`config.mk`:
```
export PLATFORM = sky130hd
export DESIGN_NAME = bus_arbiter_flat
export DESIGN_NICKNAME = d
export VERILOG_FILES = /design/src/rtl/bus_arbiter_if.sv /design/src/rtl/bus_arbiter.sv /design/src/flat_wrapper.sv
export SDC_FILE = /design/constraint.sdc
export NUM_CORES = 1
export LEC_CHECK = 0
export BUFFER_PORTS_ARGS = -buffer_cell sky130_fd_sc_hd__buf_2
export CORE_AREA = 2 2 60 62
export CTS_CLUSTER_DIAMETER = 80
export CTS_CLUSTER_SIZE = 28
export DETAILED_ROUTE_END_ITERATION = 8
export DIE_AREA = 0 0 62 64
export PLACE_DENSITY = 0.84
export SLEW_MARGIN = 20
export SYNTH_ARGS = -nofsm -noshare
export SYNTH_HDL_FRONTEND = slang
export SYNTH_SLANG_ARGS = --single-unit
```
`constraint.sdc`:
```
create_clock -name clk -period 2.5 [get_ports clk]
set_input_delay 0.5 -clock clk [delete_from_list [all_inputs] [get_ports clk]]
set_output_delay 0.5 -clock clk [all_outputs]
set_load 0.01 [all_outputs]
```
`src/rtl/bus_arbiter_if.sv`:
```
// Master-side bus bundle between the two requesting masters, the arbiter and the address decoder.
// The arbiter takes the slave modport; whatever drives the masters' requests takes the master modport.
interface bus_arbiter_if #(
    parameter int ADDR_W = 16,
    parameter int DATA_W = 32
);
    logic              m0_req;
    logic              m0_wr;
    logic [ADDR_W-1:0] m0_addr;
    logic [DATA_W-1:0] m0_dout;
    logic              m1_req;
    logic              m1_wr;
    logic [ADDR_W-1:0] m1_addr;
    logic [DATA_W-1:0] m1_dout;
    logic              m0_grant;
    logic              m1_grant;
    logic              m_req;
    logic              m_wr;
    logic [ADDR_W-1:0] m_addr;
    logic [DATA_W-1:0] m_dout;

    modport slave (
        input  m0_req, m0_wr, m0_addr, m0_dout,
        input  m1_req, m1_wr, m1_addr, m1_dout,
        output m0_grant, m1_grant, m_req, m_wr, m_addr, m_dout
    );

    modport master (
        output m0_req, m0_wr, m0_addr, m0_dout,
        output m1_req, m1_wr, m1_addr, m1_dout,
        input  m0_grant, m1_grant, m_req, m_wr, m_addr, m_dout
    );
endinterface

```
`src/rtl/bus_arbiter.sv`:
```
// Two-master arbiter with registered one-hot grant and a mux forwarding the owner's request to the decoder.
// Define BUS_ARB_TENURE_EN to bound contended ownership to MAX_TENURE cycles.
module bus_arbiter #(
    parameter int ADDR_W     = 16,
    parameter int DATA_W     = 32,
    parameter int MAX_TENURE = 16
) (
    input  logic          clk,
    input  logic          reset,
    bus_arbiter_if.slave  bus
);
    typedef enum logic {GNT_M0 = 1'b0, GNT_M1 = 1'b1} state_t;

    if (MAX_TENURE < 2) begin : g_bad_tenure
        $error("MAX_TENURE must be at least 2");
    end

    state_t            state;
    logic              m0_grant_q;
    logic              m1_grant_q;
    logic              both_req;
    logic              expire;
    logic              switch_st;
    logic              req_mux;
    logic              wr_mux;
    logic [ADDR_W-1:0] addr_mux;
    logic [DATA_W-1:0] dout_mux;

    assign both_req = bus.m0_req & bus.m1_req;

`ifdef BUS_ARB_TENURE_EN
    localparam int              TW       = $clog2(MAX_TENURE);
    localparam logic [TW-1:0]   TEN_LAST = TW'(MAX_TENURE - 1);

    logic [TW-1:0] tenure;

    assign expire = both_req && (tenure == TEN_LAST);

    // Counts only uninterrupted contention within one ownership; saturates rather than wraps.
    always_ff @(posedge clk or posedge reset) begin
        if (reset)
            tenure <= '0;
        else if (switch_st || !both_req)
            tenure <= '0;
        else if (tenure != TEN_LAST)
            tenure <= tenure + 1'b1;
    end
`else
    assign expire = 1'b0;
`endif

    // M0 wins ties when it owns the bus; M1 keeps the bus for as long as it asks.
    assign switch_st = (state == GNT_M0) ? ((!bus.m0_req && bus.m1_req) || expire)
                                         : (!bus.m1_req || expire);

    always_ff @(posedge clk or posedge reset) begin
        if (reset) begin
            state      <= GNT_M0;
            m0_grant_q <= 1'b1;
            m1_grant_q <= 1'b0;
        end else if (switch_st) begin
            state      <= (state == GNT_M0) ? GNT_M1 : GNT_M0;
            m0_grant_q <= (state == GNT_M1);
            m1_grant_q <= (state == GNT_M0);
        end
    end

    always_comb begin
        req_mux  = bus.m0_req;
        wr_mux   = bus.m0_wr & bus.m0_req;
        addr_mux = bus.m0_addr;
        dout_mux = bus.m0_dout;
        if (m1_grant_q) begin
            req_mux  = bus.m1_req;
            wr_mux   = bus.m1_wr & bus.m1_req;
            addr_mux = bus.m1_addr;
            dout_mux = bus.m1_dout;
        end
    end

    assign bus.m0_grant = m0_grant_q;
    assign bus.m1_grant = m1_grant_q;
    assign bus.m_req    = req_mux;
    assign bus.m_wr     = wr_mux;
    assign bus.m_addr   = addr_mux;
    assign bus.m_dout   = dout_mux;
endmodule
```
`src/flat_wrapper.sv`:
```
// flat-port wrapper written by rule: the top's interface ports become plain ports
module bus_arbiter_flat 
#(
    parameter int ADDR_W     = 16,
    parameter int DATA_W     = 32,
    parameter int MAX_TENURE = 16
)
  (clk, reset, bus_m0_req, bus_m0_wr, bus_m0_addr, bus_m0_dout, bus_m1_req, bus_m1_wr, bus_m1_addr, bus_m1_dout, bus_m0_grant, bus_m1_grant, bus_m_req, bus_m_wr, bus_m_addr, bus_m_dout);
  bus_arbiter_if #(.ADDR_W(ADDR_W), .DATA_W(DATA_W)) bus_i ();
  input  logic clk;
  input  logic reset;
  input wire logic [$bits(bus_i.m0_req)-1:0] bus_m0_req;
  input wire logic [$bits(bus_i.m0_wr)-1:0] bus_m0_wr;
  input wire logic [$bits(bus_i.m0_addr)-1:0] bus_m0_addr;
  input wire logic [$bits(bus_i.m0_dout)-1:0] bus_m0_dout;
  input wire logic [$bits(bus_i.m1_req)-1:0] bus_m1_req;
  input wire logic [$bits(bus_i.m1_wr)-1:0] bus_m1_wr;
  input wire logic [$bits(bus_i.m1_addr)-1:0] bus_m1_addr;
  input wire logic [$bits(bus_i.m1_dout)-1:0] bus_m1_dout;
  output wire logic [$bits(bus_i.m0_grant)-1:0] bus_m0_grant;
  output wire logic [$bits(bus_i.m1_grant)-1:0] bus_m1_grant;
  output wire logic [$bits(bus_i.m_req)-1:0] bus_m_req;
  output wire logic [$bits(bus_i.m_wr)-1:0] bus_m_wr;
  output wire logic [$bits(bus_i.m_addr)-1:0] bus_m_addr;
  output wire logic [$bits(bus_i.m_dout)-1:0] bus_m_dout;
  assign bus_i.m0_req = bus_m0_req;
  assign bus_i.m0_wr = bus_m0_wr;
  assign bus_i.m0_addr = bus_m0_addr;
  assign bus_i.m0_dout = bus_m0_dout;
  assign bus_i.m1_req = bus_m1_req;
  assign bus_i.m1_wr = bus_m1_wr;
  assign bus_i.m1_addr = bus_m1_addr;
  assign bus_i.m1_dout = bus_m1_dout;
  assign bus_m0_grant = bus_i.m0_grant;
  assign bus_m1_grant = bus_i.m1_grant;
  assign bus_m_req = bus_i.m_req;
  assign bus_m_wr = bus_i.m_wr;
  assign bus_m_addr = bus_i.m_addr;
  assign bus_m_dout = bus_i.m_dout;
  bus_arbiter #(.ADDR_W(ADDR_W), .DATA_W(DATA_W), .MAX_TENURE(MAX_TENURE)) u_core (.clk(clk), .reset(reset), .bus(bus_i));
endmodule
```
==> results_dict.tcl, run 1 <==
set metrics [dict create \
    status "finished clean" \
    crit_slowest_cell "buf_4" \
    antenna_left 0 \
    hold_path.class "input port to async pin" \
    area_growth_syn_to_layout_pct 80.1 \
    cp-end-kind "primary output" \
    synth_nets 169 \
    postCtsSetupBuffers 0 \
    r2r_slack_ns 1.37 \
    yosysSeqAreaShare_pct 5.44 \
    first_pass_iters 2 \
    cts.sinks 2 \
    cts.path.max_buffers 2 \
    met2_usage_pct 30.2 \
    die_w_um 62 \
    grtUsageMet1_pct 12.8 \
    cts_buffers 3 \
    clk_latency_ns 0.23 \
    utilization_pct 51.7 \
    setup_viol 0 \
    grt_use_met3_pct 1.42 \
    slowest_delay_ns 0.45 \
    wl_mm 3.25 \
    grt_pass1_vias 1120 \
    fin_hold_ws_ns 0.107 \
    netlist_instances 67 \
    crit_path_cell_trace "buf_4 -> mux2_4 -> buf_2" \
    fin_nets 323 \
    maxCapViolCount 0 \
    fin_setup_tns_ns 0 \
    p_leak_nw 1.05 \
    crit_arrival_ns 1.53 \
    dp_cells 262 \
    drive_gt1_share_pct 94.5 \
    finalHoldViolCount 0 \
    rsz0062_at_grt "false" \
    cellPowerDensity_nw_per_um2 279 \
    syn_area_um2 942 \
    worst_pin_slew_ns 0.521 \
    cts_tree "yes" \
    initial_core_util_pct 28.7 \
    post_cts_resized 0 \
    grt_max_degree 32 \
    mostFrequentLayoutCell "buf_2" \
    min_period_ns 2.03 \
    timing.rr.start "u_core.state$_DFFE_PP0P_" \
    grt_pass1_wl_mm 4.38 \
    htreeDepth 1 \
    cts_hold_buf 0 \
    clock.fmax_mhz 492 \
    worstSetupPathType "register to primary output" \
    wl_per_cell_um 12.2 \
    worstSetupStartpoint "u_core.state$_DFFE_PP0P_" \
    vdd.ir_drop.worst_uv 131 \
    vias 1134 \
    layout_setup_ws_ns 0.469 \
    root_buffer "clkbuf_4" \
    core_area_um2 3280 \
    io_buffers 153 \
    crit_path_start_kind "register" \
    drc_errors 0 \
    grt_overflow 0 \
    post-route-period-util_pct 81.2 \
    grt_busiest_layer "met2" \
    place_ws_ns 0.712 \
    ys_ff_latch 2 \
    layout_common_cells "buf_2, mux2_4, clkbuf_4" \
    cp_max_fo 31 \
    globalplace.congestion 0.781 \
    diodes 0 \
    grt_usage_pct 14.4 \
    stdcell_count 266 \
    drt_iter0_drc 16 \
    critical_path_required_ns 2.00 \
    die_h_um 64 \
    synth_cell_type_count 13 \
    relSlewSlack_pct 65.3 \
    ys_warn_count 0 \
    viasPerCell 4.26 \
    clk_pin_slew_ns 0.04 \
    dp_hpwl_mm 2.99 \
    skew_ns 0.00901 \
    die_area_um2 3970 \
    avgSynthCellArea_um2 14.1 \
    ios 154 \
    rows 21 \
    grt_antenna_before_repair 0 \
    slew_viol_final 0 \
]
-- stage by stage --
step	cell area [µm²]	power [mW]
6_report	1700	0.473
4_1_cts	1700	0.482
2_1_floorplan	942	0.260
3_3_place_gp	1670	0.389
3_5_place_dp	1670	0.395
5_1_grt	1700	0.509
-- sequential cells by signal (all words and copies together), names as in the netlist --
signal	cells
u_core.bus.m0_grant	1
u_core.state	1
-- power breakdown --
part	internal, mW	total, mW	leakage (nW)	switching (mW)
logic	0.214	0.350	1.02	0.136
clock network	0.0595	0.0822	0.0150	0.0227
registers	0.0384	0.0401	0.0218	0.00176
total	0.312	0.473	1.05	0.161
-- area by class of cell --
cell class,instances,area (µm²)
clock buffers,4,26.3
fillers,313,1590
inverters,2,7.51
multi-input cells,57,772
flip-flops and latches,2,52.6
well taps,46,57.6
repair buffers,155,781
-- per-layer routing --
| layer | share of wire [%] | routed length [µm] |
|---|---|---|
| met1 | 33 | 1060 |
| met2 | 58 | 1900 |
| met3 | 8.0 | 261 |
| met4 | 0.83 | 27 |
| met5 | 0 | 0 |
-- synth_stat cells (all sizes together) --
master   n  area, µm²
mux2    48        721
dfstp    1       26.3
nor2b    1       6.26
nand2    2       7.51
nand3    1       5.00
buf      6        111
o21ai    1       5.00
o22a     1       8.76
inv      2       7.51
nand2b   2       12.5
dfrtp    1       25.0
and2     1       6.26
-- critical path: cells and delay by family, from the launching register on --
kind | cells | cell delay, ns
mux | 1 | 0.35
flops | 1 | 0.35
buf+inv | 2 | 0.59
-- kinds of logic after synthesis --
logic type	synth area share, %
multiplexers	76.5
buffers and inverters	12.6
AND/OR/NAND/NOR	3.98
AO/OA/AOI/OAI	1.46
flip-flops	5.44
-- final timing paths --
path | endpoint | depth (start not counted)
setup / recovery | bus_m_dout[25] | 3
hold / removal | u_core.state$_DFFE_PP0P_ | 2
setup reg to reg | u_core.state$_DFFE_PP0P_ | 3
hold reg to reg | u_core.bus.m0_grant$_DFFE_PP1P_ | 1
max in group asynchronous | u_core.bus.m0_grant$_DFFE_PP1P_ | 2
min in group clk | u_core.bus.m0_grant$_DFFE_PP1P_ | 1
(Power assumes the default switching activity.)
==> inputs of run 2 (changes only) <==
- CORE_AREA: 2 2 60 62 -> default
- CORE_ASPECT_RATIO: default -> 1.25
- CORE_MARGIN: default -> 2
- CORE_UTILIZATION: default -> 28
- DIE_AREA: 0 0 62 64 -> default
- PLACE_DENSITY: 0.84 -> 0.83
- clock period: 2.5 -> 1.9 ns (I/O delays scaled with it)
==> run 2 against run 1 <==
Clock power up 120%. Worst setup slack lost 0.31 ns. Non-clock buffer count unchanged. Register-to-register slack lost 0.57 ns. Core utilization rose by 2.0 points. Sequential share of layout area shrank 0.058 points. Via count decreased by 2.5%. Critical path depth unchanged. Sequential power up 38%. Critical path type unchanged.
==> results_dict.tcl, run 2 (synthesized netlist as in run 1, its figures left out) <==
set metrics [dict create \
    post_cts_resized 0 \
    crit_path_cell_trace "buf_12 -> mux2_4 -> buf_2" \
    die_area_um2 3850 \
    dpl-instance-area_um2 1680 \
    rows 23 \
    cellPowerDensity_nw_per_um2 406 \
    vias 1106 \
    hold_path.class "input port to async pin" \
    skew_ns 0.00744 \
    cp_max_fo 28 \
    grt_busiest_layer "met2" \
    root_buffer "clkbuf_8" \
    first_pass_iters 4 \
    post-route-period-util_pct 91.5 \
    slowest_delay_ns 0.42 \
    cts_hold_buf 0 \
    finalHoldViolCount 0 \
    die_w_um 55.9 \
    drt_iter0_drc 18 \
    globalplace.congestion 0.729 \
    grt_overflow 0 \
    grt_pass1_vias 1013 \
    fin_setup_tns_ns 0 \
    worst_pin_slew_ns 0.200 \
    crit_slowest_cell "dfrtp_2" \
    grt_antenna_before_repair 0 \
    grt_use_met3_pct 2.24 \
    ios 154 \
    core_area_um2 3220 \
    cp-end-kind "primary output" \
    grt_pass1_wl_mm 4.36 \
    p_leak_nw 1.07 \
    wl_per_cell_um 12.7 \
    area_growth_syn_to_layout_pct 83.5 \
    setup_viol 0 \
    fin_area_um2 1730 \
    htreeDepth 1 \
    maxCapViolCount 0 \
    critical_path_required_ns 1.52 \
    clk_latency_ns 0.22 \
    layout_common_cells "buf_2, mux2_4, clkbuf_8" \
    drive_gt1_share_pct 94.5 \
    drc_errors 0 \
    mostFrequentLayoutCell "buf_2" \
    clk_pin_slew_ns 0.03 \
    rsz0062_at_grt "false" \
    diodes 0 \
    initial_core_util_pct 29.2 \
    min_period_ns 1.74 \
    worstSetupPathType "register to primary output" \
    cts_buffers 3 \
    status "finished clean" \
    cts.sinks 2 \
    grt_max_degree 29 \
    fin_nets 323 \
    die_h_um 68.9 \
    met2_usage_pct 30.8 \
    viasPerCell 4.30 \
    slew_viol_final 0 \
    clock.fmax_mhz 575 \
    dp_hpwl_mm 2.95 \
    grt_usage_pct 14.3 \
    cts.path.max_buffers 2 \
    io_buffers 153 \
    vdd.ir_drop.worst_uv 376 \
    cts_tree "yes" \
    antenna_left 0 \
    relSlewSlack_pct 86.6 \
    crit_path_start_kind "register" \
    wl_mm 3.26 \
    grtUsageMet1_pct 14.1 \
    crit_arrival_ns 1.36 \
    postCtsSetupBuffers 0 \
]
## run 2: cell counts in the layout (fill, tap and decap cells not counted)
No cell type changed its count.
## run 2: cell type report
class | count | area (µm²)
Tap cell | 37 | 46.3
Timing Repair Buffer | 155 | 806
Sequential cell | 2 | 52.6
Multi-Input combinational cell | 57 | 772
Fill cell | 307 | 1490
Inverter | 2 | 7.51
Clock buffer | 4 | 45.0
## run 2: report_power, final
part	switching [mW]	total, mW	internal [mW]
sequential	0.00468	0.0552	0.0506
clock	0.0390	0.182	0.143
combinational	0.177	0.465	0.288
total	0.221	0.702	0.481
## run 2: final timing paths
check / cells after the start / to / startpoint / slack, ns
max: 3 / bus_m_dout[12] / u_core.state$_DFFE_PP0P_ / 0.16
max in group asynchronous: 2 / u_core.bus.m0_grant$_DFFE_PP1P_ / reset / 1.69
min reg2reg: 1 / u_core.bus.m0_grant$_DFFE_PP1P_ / u_core.bus.m0_grant$_DFFE_PP1P_ / 0.51
max reg2reg: 3 / u_core.state$_DFFE_PP0P_ / u_core.state$_DFFE_PP0P_ / 0.80
min in group clk: 2 / u_core.bus.m0_grant$_DFFE_PP1P_ / bus_m0_req / 0.43
min: 2 / u_core.state$_DFFE_PP0P_ / reset / 0.003
## run 2: routing by layer
layer	vias to the layer above	wire length (µm)
met5	-	0
met4	0	15
met3	2	371
met2	89	1830
met1	464	1050
li1	551	-
## run 2: metrics by stage
| step | instances | util (%) | hold slack [ns] | power, mW | setup WS (ns) |
|---|---|---|---|---|---|
| 2_1_floorplan | 67 | - | 0.120 | 0.342 | 0.500 |
| 3_3_place_gp | 253 | 52.3 | 0.231 | 0.520 | 0.409 |
| 3_5_place_dp | 253 | 52.3 | 0.232 | 0.526 | 0.389 |
| 4_1_cts | 257 | 53.6 | 0.00114 | 0.713 | 0.154 |
| 5_1_grt | 257 | 53.6 | 0.0154 | 0.743 | 0.138 |
| 6_report | 257 | 53.6 | 0.00320 | 0.702 | 0.162 |
## run 2: worst max-delay path, delay by kind of cell (launching register included)
family,cells,cell delay [ns]
muxes,1,0.33
DFF,1,0.42
buffers and inverters,2,0.38
==> inputs of run 3 (changes only) <==
- RECOVER_POWER: default -> 50
==> run 3 against run 2 <==
Clock skew about the same. Sequential cell count did not move. Worst hold slack barely moved. Clock power is essentially flat. Count of clock-buffer cells in the layout unchanged. Core utilization shrank 2.0 points. Critical endpoint is now bus_m_addr[8]. Largest cell class unchanged.
==> results_dict.tcl, run 3 (synthesized netlist as in run 1, its figures left out) <==
set metrics [dict create \
    status "finished clean" \
    cellPowerDensity_nw_per_um2 403 \
    critical_path_required_ns 1.52 \
    worst_pin_slew_ns 0.228 \
    clk_latency_ns 0.22 \
    area_growth_syn_to_layout_pct 76.6 \
    cts_tree "yes" \
    fin_hold_ws_ns 0.00348 \
    grt_pass1_vias 1013 \
    ios 154 \
    seqCellArea_um2 51.3 \
    finalHoldViolCount 0 \
    die_area_um2 3850 \
    cts.sinks 2 \
    multi_input_area_um2 719 \
    vdd.ir_drop.worst_uv 350 \
    dp_hpwl_mm 2.95 \
    grt_usage_pct 14.3 \
    post_cts_resized 0 \
    viasPerCell 4.32 \
    postCtsSetupBuffers 0 \
    min_period_ns 1.80 \
    drt_iter0_drc 15 \
    antenna_left 0 \
    fin_setup_tns_ns 0 \
    io_buffers 153 \
    crit_path_start_kind "register" \
    clock.fmax_mhz 557 \
    globalplace.congestion 0.729 \
    rsz0062_at_grt "false" \
    core_area_um2 3220 \
    wl_mm 3.30 \
    setup_viol 0 \
    slew_viol_final 0 \
    grt_antenna_before_repair 0 \
    maxCapViolCount 0 \
    diodes 0 \
    final.fill_count 326 \
    die_h_um 68.9 \
    grt_pass1_wl_mm 4.36 \
    relSlewSlack_pct 84.8 \
    cts_hold_buf 0 \
    vias 1111 \
    dpl-instance-area_um2 1680 \
    mostFrequentLayoutCell "buf_2" \
    post-route-period-util_pct 94.5 \
    p_leak_nw 0.993 \
    rows 23 \
    crit_arrival_ns 1.42 \
    cp-end-kind "primary output" \
    cp_max_fo 28 \
    drc_errors 0 \
    die_w_um 55.9 \
    grt_max_degree 29 \
    fin_nets 323 \
    root_buffer "clkbuf_8" \
    htreeDepth 1 \
    first_pass_iters 4 \
    grt_overflow 0 \
    hold_path.class "input port to async pin" \
    fin_area_um2 1660 \
    initial_core_util_pct 29.2 \
    skew_ns 0.00747 \
    cts_buffers 3 \
    wl_per_cell_um 12.8 \
    r2r_slack_ns 0.80 \
    layout_common_cells "buf_2, mux2_4, mux2_1, clkbuf_1, clkbuf_8" \
    clk_pin_slew_ns 0.03 \
    drive_gt1_share_pct 83.6 \
    cts.path.max_buffers 2 \
    worstSetupPathType "register to primary output" \
]
-- run 3: worst paths after layout --
kind,startpoint,end,depth (start not counted)
setup / recovery,u_core.state$_DFFE_PP0P_,bus_m_addr[8],3
hold / removal,reset,u_core.state$_DFFE_PP0P_,2
setup reg to reg,u_core.state$_DFFE_PP0P_,u_core.state$_DFFE_PP0P_,3
hold reg to reg,u_core.bus.m0_grant$_DFFE_PP1P_,u_core.bus.m0_grant$_DFFE_PP1P_,1
max in group asynchronous,reset,u_core.bus.m0_grant$_DFFE_PP1P_,2
min in group clk,bus_m0_req,u_core.bus.m0_grant$_DFFE_PP1P_,2
-- run 3: stage by stage --
| step | util, % | std cells | setup slack (ns) | power (mW) |
|---|---|---|---|---|
| floorplan | - | 67 | 0.500 | 0.342 |
| global placement | 52.3 | 253 | 0.409 | 0.520 |
| finish | 51.6 | 257 | 0.104 | 0.671 |
| detailed placement | 52.3 | 253 | 0.389 | 0.526 |
| global route | 51.6 | 257 | 0.0744 | 0.711 |
| CTS | 53.6 | 257 | 0.154 | 0.713 |
-- run 3: power breakdown --
group          internal [mW]  switching (mW)  total [mW]
sequential            0.0503         0.00447      0.0547
combinational          0.260           0.175       0.435
clock                  0.143          0.0387       0.181
-- run 3: cell type report --
type / instances / area share [%]
Clock buffer: 4 / 2.71
Multi-Input combinational cell: 57 / 43.2
Timing Repair Buffer: 155 / 47.7
Inverter: 2 / 0.451
Tap cell: 37 / 2.78
Sequential cell: 2 / 3.08
-- run 3: metal layers --
metal	share of wire (%)	track usage, %	wire length, µm
met1	33	14.1	1090
met2	55	30.8	1820
met3	11	2.24	370
met4	0.45	3.57	15
met5	0	0	0
-- run 3: worst max-delay path, cell delays in order (launching register included) --
cell and delay (ns):
dfrtp_1 0.45, buf_12 0.25, mux2_1 0.34, buf_2 0.14
